**src/rtl/game_pkg.sv**
```systemverilog
// rtl/game_pkg.sv - shared types and constants for the counter scoring game
//
// Purpose : counter width default, counting-mode and outcome enums,
//           FSM state enum and the game-ending score.
// Ports   : none (package)
package game_pkg;

   localparam int WIDTH = 4;

   typedef enum logic [1:0] {
      UP_1   = 2'd0,
      UP_2   = 2'd1,
      DOWN_1 = 2'd2,
      DOWN_2 = 2'd3
   } ctrl_e;

   localparam logic [1:0] CTRL_UP_1   = 2'd0;
   localparam logic [1:0] CTRL_UP_2   = 2'd1;
   localparam logic [1:0] CTRL_DOWN_1 = 2'd2;
   localparam logic [1:0] CTRL_DOWN_2 = 2'd3;

   typedef enum logic [1:0] {
      NONE = 2'd0,
      WIN  = 2'd1,
      LOSE = 2'd2
   } who_e;

   typedef enum logic [1:0] {
      S_IDLE = 2'd0,
      S_PLAY = 2'd1,
      S_OVER = 2'd2
   } state_e;

   localparam logic [3:0] SCORE_MAX = 4'd15;

endpackage

```
**src/rtl/game.sv**
```systemverilog
// rtl/game.sv - up/down counter scoring game with win/lose tallies
//
// Purpose : WIDTH-bit counter loaded on INIT, stepped +1/+2/-1/-2 per CTRL.
//           Reaching all-ones scores a win, reaching zero scores a loss;
//           the first tally to hit 15 ends the game for one OVER cycle,
//           after which counter and tallies clear.
// Ports   : clk          - rising-edge clock
//           rst          - asynchronous active-low reset
//           CTRL         - counting mode
//           val          - load value
//           INIT         - load request
//           LOSER        - count is zero while playing
//           WINNER       - count is all-ones while playing
//           GAMEOVER     - one-cycle game-end flag
//           winner_score - number of wins
//           loser_score  - number of losses
//           WHO          - outcome of the last game
//           count        - current counter value
module game
   import game_pkg::*;
#(
   parameter int WIDTH = game_pkg::WIDTH
) (
   input  logic             clk,
   input  logic             rst,
   input  ctrl_e            CTRL,
   input  logic [WIDTH-1:0] val,
   input  logic             INIT,
   output logic             LOSER,
   output logic             WINNER,
   output logic             GAMEOVER,
   output logic [3:0]       winner_score,
   output logic [3:0]       loser_score,
   output who_e             WHO,
   output logic [WIDTH-1:0] count
);

   state_e           state_q, state_d;
   logic [WIDTH-1:0] count_q, count_d;
   logic [WIDTH-1:0] stepped;
   logic [3:0]       win_q, win_d;
   logic [3:0]       lose_q, lose_d;
   who_e             who_q, who_d;

   // Flags are decoded straight from the count register so they line up
   // with the cycle in which the trigger value is visible.
   assign WINNER   = (state_q == S_PLAY) && (count_q == '1);
   assign LOSER    = (state_q == S_PLAY) && (count_q == '0);
   assign GAMEOVER = (state_q == S_OVER);

   assign count        = count_q;
   assign winner_score = win_q;
   assign loser_score  = lose_q;
   assign WHO          = who_q;

   // Modulo-2^WIDTH step; wrap is intentional and silent.
   always_comb begin
      stepped = count_q;
      case (CTRL)
         UP_1:    stepped = count_q + WIDTH'(1);
         UP_2:    stepped = count_q + WIDTH'(2);
         DOWN_1:  stepped = count_q - WIDTH'(1);
         DOWN_2:  stepped = count_q - WIDTH'(2);
         default: stepped = count_q;
      endcase
   end

   always_comb begin
      state_d = state_q;
      count_d = count_q;
      win_d   = win_q;
      lose_d  = lose_q;
      who_d   = who_q;
      case (state_q)
         S_IDLE: begin
            if (INIT) begin
               count_d = val;
               who_d   = NONE;
               state_d = S_PLAY;
            end
         end
         S_PLAY: begin
            count_d = INIT ? val : stepped;
            // WINNER and LOSER cannot both be set since WIDTH >= 2.
            if (WINNER) begin
               win_d = win_q + 4'd1;
               if (win_d == SCORE_MAX) begin
                  who_d   = WIN;
                  state_d = S_OVER;
               end
            end
            if (LOSER) begin
               lose_d = lose_q + 4'd1;
               if (lose_d == SCORE_MAX) begin
                  who_d   = LOSE;
                  state_d = S_OVER;
               end
            end
         end
         S_OVER: begin
            // INIT is ignored here; WHO survives the clear.
            count_d = '0;
            win_d   = 4'd0;
            lose_d  = 4'd0;
            state_d = S_IDLE;
         end
         default: state_d = S_IDLE;
      endcase
   end

   always_ff @(posedge clk or negedge rst) begin
      if (!rst) begin
         state_q <= S_IDLE;
         count_q <= '0;
         win_q   <= 4'd0;
         lose_q  <= 4'd0;
         who_q   <= NONE;
      end else begin
         state_q <= state_d;
         count_q <= count_d;
         win_q   <= win_d;
         lose_q  <= lose_d;
         who_q   <= who_d;
      end
   end

endmodule

```
**config.mk**
```make
export PLATFORM = sky130hd
export DESIGN_NAME = game
export DESIGN_NICKNAME = d
export VERILOG_FILES = /design/src/rtl/game_pkg.sv /design/src/rtl/game.sv
export SDC_FILE = /design/constraint.sdc
export NUM_CORES = 1
export LEC_CHECK = 0
export ABC_CLOCK_PERIOD_IN_PS = 2120
export CAP_MARGIN = 10
export CORE_MARGIN = 8
export CORE_UTILIZATION = 52
export CTS_BUF_LIST = sky130_fd_sc_hd__clkbuf_4 sky130_fd_sc_hd__clkbuf_8
export CTS_CLUSTER_DIAMETER = 120
export DETAILED_ROUTE_END_ITERATION = 8
export HOLD_SLACK_MARGIN = 0.1
export PLACE_DENSITY = 0.81
export SYNTH_ARGS = -nofsm -noshare
export SYNTH_HDL_FRONTEND = slang
export SYNTH_SLANG_ARGS = --single-unit
```
**constraint.sdc**
```tcl
create_clock -name clk -period 2.12 [get_ports clk]
set_clock_uncertainty 0.15 [all_clocks]
set_input_delay 0.53 -clock clk [delete_from_list [all_inputs] [get_ports clk]]
set_output_delay 0.53 -clock clk [all_outputs]
set_load 0.05 [all_outputs]
```
==> impl_metrics.toml, run 1 <==
[timing]
slew_violations = 0
finalHoldViolCount = 0
tightest_slew_ns = 0.401
period_share = 0.972
relSlewSlack = 0.732
fin_ws_ns = 0.0595
setup_viol = 0
fmax_mhz = 485
rsz0062_at_grt = "yes"
setup_tns_ns = 0
min_period_ns = 2.06

[worst_setup_path]
critical_path_class = "register to output pin"
crit_family = "flip-flops"
critical_path.slowest_cell = "dfrtp_2"
path_max_fanout = 5
reg2reg_slack_ns = 0.10
reg2reg_from = "count[0]"
path_cells = "nor4_4 -> nand2_2 -> clkinv_4 -> buf_12"
critical_path.max_stage_delay_ns = 0.44
cp.arrival_ns = 1.38
rr_endpoint = "count[2]"
r2r_cells = 8
path_buf_inv = 2
crit_path_end_kind = "output pin"
cp.required_ns = 1.44
critPathLaunchType = "register"

[yosys]
synth_commonest_cells = "16 x dfrtp_1, 14 x o21ai_0, 13 x a21oi_1, 13 x nor2_1, 12 x nand2_1"
synth_seq_area_share = 0.329
synth_edf_count = 0
synthesis.instances = 139
synth_nets = 159
syn-cell-area_mm2 = 0.00122
synth_ff_type = "dfrtp_1"
yosysTopAreaCell = "dfrtp_1"
netlist.area_leader.share = 0.329
postSynthAreaPerCell_um2 = 8.76
ys_ff_latch = 16
synth-async-reset-ratio = 1.00
synthMostInstantiatedCell = "dfrtp_1"
synthDistinctLibCells = 36
synthTopCellsByArea = "dfrtp_1 33%, ha_1 9.2%, o21ai_0 5.8%"
yosys_warnings = 0

[detailed_routing]
vias = 1184
first_pass_iters = 4
drtIter0Drc = 67
via_per_inst = 5.78
drc = 0
avgRoutedWirePerCell_um = 15.5
routed_wl_um = 3180
detail-route-antenna-nets = 0

[clock_network]
clk_pin_slew_ns = 0.10
worstSkewPairLatency_ns = 0.30
clock-sinks = 16
cts_tree = "built"
htree_levels = 1
numCtsBuffers = 3
root_buffer = "clkbuf_4"
cts_hold_buf = 0
cts_max_path_buffers = 2

[cells_and_area]
drive_gt1_frac = 0.277
diodes = 0
layout.nets = 198
area_growth_pct = 35.9
fin_area_mm2 = 0.00165
final_cells = 205

[global_routing]
grtUsageMet1 = 0.197
grt_max_degree = 17
grt_use_met2 = 0.276
grt_use_total = 0.169
busiest_layer = "met2"
overflow = 0
use_met3 = 0.0418
grt_pass1_vias = 1286
antenna_found_initial = 0
grt_pass1_wl_um = 5760

[power]
powerDensity_mw_per_mm2 = 1410
p_total_mw = 2.33
p_leak_nw = 0.782
irDropWorstVdd_uv = 947

[placed_design]
placedInstanceArea_mm2 = 0.00154
place_inst = 195
portBuffers = 25
dp_worst_setup_slack_ns = -0.507
gp_congestion = 0.861
dp_hpwl_um = 2440

[floorplan]
boundaryPins = 26
die_w_um = 64.4
num_rows = 17
core-area_mm2 = 0.00221
fp.dieH_um = 64.4
dieArea_mm2 = 0.00415
start_util = 0.550

[job]
cap_violations = 0

[run_status]
status = "complete, no violations"

[worst_hold_path]
hold_class = "primary input to async pin"
==> cells in the final DEF, fill, tap and decap left out, types with 2 or more instances in the layout <==
master and count:
xnor2_1 4, dfrtp_1 13, fa_1 2, nand2_1 12, a21oi_1 13, nand3_1 6
dlygate4sd2_1 2, a21o_1 2, xor2_1 4, o2bb2ai_1 2, a221oi_1 2, inv_1 11
ha_1 7, o22ai_1 2, clkdlybuf4s50_1 6, a22o_1 2, buf_12 3, o41ai_1 2
clkbuf_4 4, mux2i_1 2, buf_4 26, nor2_1 13, o21ai_0 13, dfrtp_2 3
==> routing by layer <==
metal  share of wire  vias up  routed length (µm)
met2            0.51       39                1620
met5               0        -                   0
met4           0.025        0                  81
met1            0.42      568                1330
li1                -      568                   -
met3           0.045        9                 143
==> metrics by stage <==
stage | util | hold WS [ns]
after floorplan | - | 0.0844
after global placement | 0.697 | 0.354
after detailed placement | 0.697 | 0.373
after CTS | 0.740 | 0.398
after global routing | 0.748 | 0.423
final | 0.748 | 0.391
==> flip-flops by register name, indices dropped and copies added, names as in the netlist <==
register      count
count             4
WHO               2
state_q           2
loser_score       4
winner_score      4
==> report_power, final <==
group,internal (mW),switching (mW)
Combinational,0.600,0.981
Sequential,0.412,0.147
Clock,0.0863,0.103
==> worst max path at each step <==
stage	start	endpoint	slack, ns	cells after the start
detailed placement	CTRL[1]	count[3]	-0.51	8
global placement	CTRL[1]	count[3]	-0.38	8
CTS	count[1]	LOSER	0.02	4
finish	count[0]	LOSER	0.06	4
floorplan	count[1]	WHO[1]	0.005	6
global route	count[0]	LOSER	-0.04	4
==> what timing repair did <==
item                                    4_1_cts  5_1_grt
setup buffers                                 6        0
pin swaps                                     2        3
endpoints found under the setup margin        4        4
gates resized for setup                       7        4
==> cells by family after synthesis <==
kind of cell    synth area share
compound gates             0.233
xor+xnor                  0.0709
fa+ha+maj                  0.125
buf+inv                   0.0565
flops                      0.329
mux                       0.0164
simple gates               0.169
==> cell type report <==
cell class	instances	area, µm²
fillers	163	558
well taps	28	35.0
inverters	13	56.3
repair buffers	38	344
clock buffers	4	30.0
flip-flops and latches	16	404
multi-input cells	106	785
Note: power is estimated with default switching activity, not from simulation.
==> run 2, diff against run 1 <==
--- a/config.mk
+++ b/config.mk
@@ -5,7 +5,7 @@
 export SDC_FILE = /design/constraint.sdc
 export NUM_CORES = 1
 export LEC_CHECK = 0
-export ABC_CLOCK_PERIOD_IN_PS = 2120
+export ABC_CLOCK_PERIOD_IN_PS = 1950
 export CAP_MARGIN = 10
 export CORE_MARGIN = 8
 export CORE_UTILIZATION = 52
==> constraint.sdc (replaced) <==
create_clock -name clk -period 1.95 [get_ports clk]
set_clock_uncertainty 0.15 [all_clocks]
set_input_delay 0.4875 -clock clk [delete_from_list [all_inputs] [get_ports clk]]
set_output_delay 0.4875 -clock clk [all_outputs]
set_load 0.05 [all_outputs]
==> run 2 against run 1 <==
  * Largest cell class unchanged
  * Non-clock buffer count grew 10
  * Combinational power increased by 35%
  * Via count grew 5.7%
  * Clock power increased by 22%
  * Utilization up 13 points
  * Cell count increased by 4.9%
  * The flow now finishes with violations (setup timing)
==> impl_metrics.toml, run 2 (same netlist as run 1, synthesis figures left out) <==
[job]
cap_violations = 0

[worst_setup_path]
reg2reg_from = "count[1]"
cp-startpoint = "count[1]"
rr_endpoint = "count[1]"
cp.required_ns = 1.31
critPathLaunchType = "register"
path_max_fanout = 3
critPathCapture = "LOSER"
cp.arrival_ns = 1.44
r2r_cells = 6
crit_path_end_kind = "output pin"
reg2reg_slack_ns = -0.10
critical_path_class = "register to output pin"

[global_routing]
overflow = 0
grt_use_total = 0.183
grt_pass1_wl_um = 6100
antenna_found_initial = 0
grt_max_degree = 17
grt_pass1_vias = 1226

[timing]
fmax_mhz = 482
fin_ws_ns = -0.126
slew_violations = 0
tightest_slew_ns = 0.375
finalHoldViolCount = 0
relSlewSlack = 0.749
min_period_ns = 2.08
period_share = 1.06
setup_viol = 5
rsz0062_at_grt = "yes"

[cells_and_area]
diodes = 0
drive_gt1_frac = 0.380
layout_commonest_cell = "buf_4"
area_growth_pct = 60.1
layout.nets = 208
postLayoutCoreUtil = 0.881
fin_area_mm2 = 0.00195
final_cell_mix = "22 x buf_4, 16 x buf_12, 13 x nor2_1"
final_cells = 215

[clock_network]
htree_levels = 1
cts_max_path_buffers = 2
clk_pin_slew_ns = 0.10
numCtsBuffers = 3
clock-sinks = 16
cts_hold_buf = 0
cts_tree = "built"
root_buffer = "clkbuf_4"
worstSkewPairLatency_ns = 0.30

[detailed_routing]
vias = 1252
via_per_inst = 5.82
routed_wl_um = 4040
detail-route-antenna-nets = 0
avgRoutedWirePerCell_um = 18.8
first_pass_iters = 4
drtIter0Drc = 52
drc = 0

[power]
powerDensity_mw_per_mm2 = 1560
p_total_mw = 3.05
p_leak_nw = 0.894
irDropWorstVdd_uv = 1110

[placed_design]
place_inst = 200
placedInstanceArea_mm2 = 0.00178
gp_congestion = 0.900
portBuffers = 25
dp_hpwl_um = 2690
dp_worst_setup_slack_ns = -0.468

[floorplan]
start_util = 0.550
die_w_um = 64.4
boundaryPins = 26
dieArea_mm2 = 0.00415
num_rows = 17
fp.dieH_um = 64.4
core-area_mm2 = 0.00221

[run_status]
status = "finished, violations left"
failed_checks = "setup timing"

[worst_hold_path]
hold_class = "primary input to async pin"
==> run 2: cell types whose count changed in the layout (fill, tap and decap cells not counted), sizes merged <==
cell | previous run | this run
buf | 30 | 40
==> run 2: report_power, final <==
part	leakage [nW]	switching [mW]	internal, mW
combinational	0.691	1.17	0.954
clock	0.0210	0.116	0.114
sequential	0.182	0.225	0.467
total	0.894	1.51	1.53
==> run 2: worst min-delay path by stage <==
stage                     startpoint              end  slack, ns
after global routing             rst   loser_score[3]       0.37
after detailed placement  state_q[1]       state_q[1]       0.35
final                            rst  winner_score[0]       0.36
after global placement    state_q[1]       state_q[1]       0.36
after floorplan                  rst           WHO[0]       0.04
after CTS                        rst   loser_score[3]       0.36
==> run 2: what timing repair did <==
| item | CTS | global route |
|---|---|---|
| gates cloned | 0 | 0 |
| buffers inserted | 6 | 5 |
| gates resized for setup | 7 | 8 |
| pin swaps | 8 | 2 |
| endpoints found under the setup margin | 6 | 7 |
| hold endpoints to repair | 0 | 0 |
==> run 2: final cells by class <==
| type | instances | area, µm² |
|---|---|---|
| multi-input combinational | 106 | 817 |
| timing repair buffer | 48 | 586 |
| sequential | 16 | 417 |
| fill | 102 | 263 |
| inverter | 13 | 58.8 |
| clock buffer | 4 | 36.3 |
| tap | 28 | 35.0 |
==> run 2: metal layers <==
layer	GRT usage	vias up	share of wire
met4	0.0436	0	0.012
met2	0.322	39	0.54
li1	-	588	-
met3	0.0557	4	0.042
met1	0.212	621	0.41
met5	0	-	0
==> run 2: worst max-delay path: stages (launching register included) <==
cell      delay [ns]
dfrtp_4         0.52
nor4_4          0.30
nand2_2         0.12
clkinv_4        0.07
buf_12          0.12
==> run 2: through the flow <==
stage | hold slack (ns) | TNS [ns]
detailed placement | 0.354 | -1.41
CTS | 0.356 | -0.254
global placement | 0.356 | -1.12
floorplan | 0.0419 | -0.00761
global route | 0.373 | -0.769
finish | 0.360 | -0.410
